--- src/rtl/ooop_types.sv ---
// rtl/ooop_types.sv - shared core widths and free-list pointer type
package ooop_types;

  localparam int N_PREGS   = 64;
  localparam int N_ARCH    = 32;
  localparam int PREG_W    = $clog2(N_PREGS);
  localparam int ROB_DEPTH = 32;
  localparam int ROB_W     = $clog2(ROB_DEPTH);
  localparam int FL_DEPTH  = N_PREGS - N_ARCH;
  localparam int FL_PTR_W  = $clog2(FL_DEPTH);

  // Extra MSB is the wrap bit so full and empty are distinguishable.
  typedef logic [FL_PTR_W:0] fl_ptr_t;

endpackage

--- src/rtl/checkpoint_types.sv ---
// rtl/checkpoint_types.sv - branch checkpoint snapshot types
package checkpoint_types;

  typedef ooop_types::fl_ptr_t fl_ckpt_t;

endpackage

--- src/rtl/free_list.sv ---
// rtl/free_list.sv - physical-register free list with per-ROB-tag head snapshots
// Optional FREE_LIST_CHECK_EN: sticky error_o on overflow push or recover to an unwritten slot.
module free_list
  import ooop_types::*;
  import checkpoint_types::*;
#(
  parameter int N_PREGS  = ooop_types::N_PREGS,
  parameter int N_ARCH   = ooop_types::N_ARCH,
  parameter int FL_DEPTH = N_PREGS - N_ARCH
) (
  input  logic                clk,
  input  logic                rst_n,
  input  logic                flush_i,
  input  logic                recover_i,
  input  logic [ROB_W-1:0]    recover_tag_i,
  input  logic                checkpoint_take_i,
  input  logic [ROB_W-1:0]    checkpoint_tag_i,
  input  logic                alloc_i,
  output logic                alloc_ready_o,
  output logic [PREG_W-1:0]   alloc_preg_o,
  input  logic                free_req_i,
  input  logic [PREG_W-1:0]   free_preg_i,
  output logic [FL_PTR_W:0]   free_count_o,
  output logic                error_o
);

  localparam fl_ptr_t FL_FULL = fl_ptr_t'(FL_DEPTH);

  fl_ptr_t           head_q, head_d, tail_q, tail_d, chead_q, chead_d;
  fl_ptr_t           count;
  logic [PREG_W-1:0] mem_q [FL_DEPTH];
  fl_ckpt_t          ckpt_q [ROB_DEPTH];
  logic              push, pop, ckpt_we;

  assign count         = tail_q - head_q;
  assign alloc_ready_o = (count != '0);
  assign alloc_preg_o  = mem_q[head_q[FL_PTR_W-1:0]];
  assign free_count_o  = count;

  assign pop     = alloc_i && alloc_ready_o && !flush_i && !recover_i;
  assign ckpt_we = checkpoint_take_i && !flush_i && !recover_i;

`ifdef FREE_LIST_CHECK_EN
  logic                 full;
  logic                 error_q;
  logic [ROB_DEPTH-1:0] ckpt_vld_q;

  assign full    = (count == FL_FULL);
  assign push    = free_req_i && (free_preg_i != '0) && !full;
  assign error_o = error_q;

  always_ff @(posedge clk or negedge rst_n) begin
    if (!rst_n) begin
      error_q    <= 1'b0;
      ckpt_vld_q <= '0;
    end else begin
      if (ckpt_we) ckpt_vld_q[checkpoint_tag_i] <= 1'b1;
      if ((free_req_i && (free_preg_i != '0) && full) ||
          (recover_i && !flush_i && !ckpt_vld_q[recover_tag_i]))
        error_q <= 1'b1;
    end
  end
`else
  assign push    = free_req_i && (free_preg_i != '0);
  assign error_o = 1'b0;
`endif

  // Every commit that frees a preg also retires one allocation, so chead moves with tail.
  always_comb begin
    tail_d  = tail_q + fl_ptr_t'(push);
    chead_d = chead_q + fl_ptr_t'(push);
    head_d  = head_q + fl_ptr_t'(pop);
    if (flush_i)        head_d = chead_d;
    else if (recover_i) head_d = ckpt_q[recover_tag_i];
  end

  always_ff @(posedge clk or negedge rst_n) begin
    if (!rst_n) begin
      head_q  <= '0;
      chead_q <= '0;
      tail_q  <= FL_FULL;
      for (int i = 0; i < FL_DEPTH; i++) mem_q[i] <= PREG_W'(N_ARCH + i);
      for (int i = 0; i < ROB_DEPTH; i++) ckpt_q[i] <= '0;
    end else begin
      head_q  <= head_d;
      tail_q  <= tail_d;
      chead_q <= chead_d;
      if (push)    mem_q[tail_q[FL_PTR_W-1:0]] <= free_preg_i;
      if (ckpt_we) ckpt_q[checkpoint_tag_i] <= head_d;
    end
  end

endmodule

--- config.mk ---
export PLATFORM = sky130hd
export DESIGN_NAME = free_list
export DESIGN_NICKNAME = d
export VERILOG_FILES = /design/src/rtl/ooop_types.sv /design/src/rtl/checkpoint_types.sv /design/src/rtl/free_list.sv
export SDC_FILE = /design/constraint.sdc
export NUM_CORES = 1
export LEC_CHECK = 0
export BUFFER_PORTS_ARGS = -buffer_cell sky130_fd_sc_hd__buf_2
export CAP_MARGIN = 20
export CORE_ASPECT_RATIO = 2
export CORE_UTILIZATION = 50
export CTS_BUF_LIST = sky130_fd_sc_hd__clkbuf_16
export CTS_CLUSTER_SIZE = 25
export DETAILED_ROUTE_END_ITERATION = 7
export PLACE_DENSITY = 0.64
export SETUP_SLACK_MARGIN = 0.02
export SYNTH_ARGS = -nofsm -noshare
export SYNTH_HDL_FRONTEND = slang
export SYNTH_SLANG_ARGS = --single-unit
export TNS_END_PERCENT = 20
--- constraint.sdc ---
create_clock -name clk -period 5.18 [get_ports clk]
set_input_delay 0.518 -clock clk [delete_from_list [all_inputs] [get_ports clk]]
set_output_delay 0.518 -clock clk [all_outputs]
set_load 0.05 [all_outputs]
==> out/results.txt <==
Clock transition at path regs: 0.06 ns
I/O pins: 37
Async S/R FF share, synth: 1.00
Initial antenna violation count: 0
FF-to-FF Start: head_q[0]
Largest net degree at the start of global routing: 127
Layout area overhead: 8.45%
Clk sink count: 402
RSZ-0062 raised after global routing: no
Die Ht: 277 um
Worst path max stage delay: 0.69 ns
Gr ovfl total: 0
Synth Flop Type: dfrtp_1
Max Fanout on Critical Path: 31
Least-Margin Pin Slew: 1.06 ns
Critical Path End: alloc_preg_o[5]
Max Buffers Root-to-Sink: 3
Pwr dens: 544 mW/mm2
Sequential fraction of the synthesis area: 0.540
Worst path depth: 6
P_leak: 0.00893 uW
Post-layout nets: 1,527
Final number of setup-violating endpoints: 0
Worst setup path category: reg -> out
Slew Limit Fails: 0
Setup tns final: 0 ns
Worst-path cell chain: buf_4 > mux4_2 > mux4_2 > nand2_1 > nand2_1 > buf_2
Setup slack, reg-to-reg: 1.24 ns
Vias per cell: 5.92
CP Data Arrival Time: 3.49 ns
WP data required: 4.66 ns
Critical R2R Capture: head_q[4]
Overall power: 11,200 uW
Status: finished clean
Post-route ant nets: 0
Peak VDD IR: 570 uV
Core area: 0.0372 mm2
Insertion delay to the later sink of the worst-skew pair: 0.54 ns
CTS Root Cell: clkbuf_16
Critical Path End Type: output port
Avg Cell Area, Syn: 12.5 um2
DR vias: 11,700
First drt pass iteration count: 4
Mapped Cells: 1,506
TritonCTS clock tree: built
Tmin final: 4.01 ns
Number of port buffers: 35
WL final: 47,600 um
DRT iter0 DRCs: 595
Crit start category: flop
Max-cap viol count: 0
Yosys warns: 0
Die ar.: 0.0386 mm2
Dominant cell type by area after synthesis: dfrtp_1
#FFs+latches synth: 402
FMAX: 249 MHz
Die X-Extent: 139 um
Cell family with most CP delay: multiplexers
Final Cycle Share: 0.774
CP Launch Point: head_q[0]
Post-CTS Setup Inserts: 0
Post-synth EDFFs: 0
Hold Vio Cnt, Final: 0
CTS Buf Count: 38
Post_cts resized: 0
RePlAce Congestion: 0.929
Top cells by area, synth: dfrtp_1 38%, dfstp_2 16%, mux2_2 13%
Maximum level of the CTS H-tree: 2
Fin Clk Skew: 0.0194 ns
Crit path buffers/inverters: 2
Initial Utilization: 0.508
DR DRC count: 0
Layout cells sized above 1: 0.363
Mapped cell area: 0.0189 mm2
Reg2Reg Depth: 14
Cell variety after synth: 49
Vias in the first global route: 12,600
Rel. slew slack: 0.290
Hpwl dp: 33,400 um
Row cnt: 100
Hold Crit Class: in -> async
Critical path's slowest cell: dfrtp_4
GRT Resource Usage Total: 0.259
Synth top area share: 0.383
Post-DR wirelength/cell: 24.1 um
Hold-fix buffers, CTS: 0
N_diodes: 0
Global-route wire length before repair: 75,000 um
Syn nets: 1,541
-- worst register-to-register path: cells and delay by family, from the launching register on --
family | cells | cell delay [ns]
and+or+nand+nor | 3 | 0.33
buffers and inverters | 1 | 0.38
xor gates and xnor gates | 2 | 0.34
adders and majority gates | 4 | 1.08
AOI/OAI and AO/OA | 4 | 1.04
DFF | 1 | 0.65
-- final cells by class --
class                   instances  area (um2)
fillers                      3145       16700
flip-flops and latches        402       10200
multi-input cells             972        8070
clock buffers                  41        1030
well taps                     459         574
repair buffers                 62         415
clock inverters                26         131
inverters                      16        60.1
-- sequential cells by signal, summed over array words and instances (netlist names) --
name     flops
ckpt_q     192
chead_q      6
head_q       6
mem_q      192
tail_q       6
-- Yosys cell counts (5+ instances only) --
master,number
mux2i_1,80
mux4_2,68
a22oi_1,14
nor3_1,11
nand4_1,7
xnor2_1,8
ha_1,11
inv_1,15
nand3_1,18
a22o_1,16
o22ai_1,8
mux2_2,215
nor2_4,6
buf_1,5
buf_6,11
nor2b_1,11
buf_4,10
a221oi_1,16
nor2_1,158
clkbuf_1,65
nand2_1,98
o21ai_0,65
xor2_1,7
a21oi_1,90
and2_1,5
a21oi_2,25
dfstp_2,113
dfrtp_1,289
buf_2,25
a211oi_1,5
-- routing by layer --
| layer | global-route usage | share of wire | vias up |
|---|---|---|---|
| met4 | 0.155 | 0.062 | 0 |
| met1 | 0.279 | 0.35 | 5993 |
| met3 | 0.0316 | 0.034 | 125 |
| met2 | 0.478 | 0.55 | 247 |
| met5 | 0 | 0 | - |
| li1 | - | - | 5353 |
-- layout by cell type, fill, tap and decap left out, drive strengths merged, types with 2 or more instances in the layout --
cell type,synthesis,routed
dfrtp,289,289
mux2,215,215
nor2,164,164
a21oi,115,115
dfstp,113,113
nand2,98,98
mux2i,80,80
mux4,68,68
o21ai,65,65
buf,51,62
clkbuf,65,41
inv,15,24
nand3,18,18
clkinv,1,17
a22o,16,16
a221oi,16,16
a22oi,14,14
nor2b,11,11
ha,11,11
nor3,11,11
xnor2,8,8
o22ai,8,8
xor2,7,7
nand4,7,7
and2,5,5
a211oi,5,5
or2,5,5
o31ai,4,4
nand2b,4,4
o41ai,3,3
and3,2,2
-- power breakdown --
group	total [uW]	internal, uW	switching [uW]	leakage (uW)
registers	4770	4230	539	0.00500
clock network	2660	1470	1190	0.000606
logic	3730	1600	2120	0.00332
-- worst min-delay path by stage --
stage / startpoint / end / slack (ns) / cells past startpoint
2_1_floorplan: rst_n / chead_q[0] / 0.22 / 0
3_3_place_gp: ckpt_q[52] / ckpt_q[52] / 0.46 / 2
3_5_place_dp: ckpt_q[123] / ckpt_q[123] / 0.47 / 2
4_1_cts: rst_n / ckpt_q[182] / 0.05 / 1
5_1_grt: rst_n / ckpt_q[182] / 0.08 / 1
6_report: rst_n / ckpt_q[182] / 0.02 / 1
-- kinds of logic after synthesis --
group           Yosys count  synth area share
fa+ha+maj                12           0.00835
other cells               1          0.000199
buf+inv                 132            0.0342
flops                   402             0.540
mux                     363             0.252
xor+xnor                 15           0.00696
simple gates            332            0.0766
compound gates          249            0.0820
-- through the flow --
step           instances  hold slack [ns]  area (um2)  utilization  setup slack, ns
2_1_floorplan       1506            0.222       18900            -             1.03
3_3_place_gp        1911            0.458       19300        0.520             1.28
3_5_place_dp        1911            0.466       19300        0.520             1.23
4_1_cts             1978           0.0518       20500        0.551             1.06
5_1_grt             1978           0.0810       20500        0.551            0.893
6_report            1978           0.0166       20500        0.551             1.17
Power figures use the tool's default switching activity.
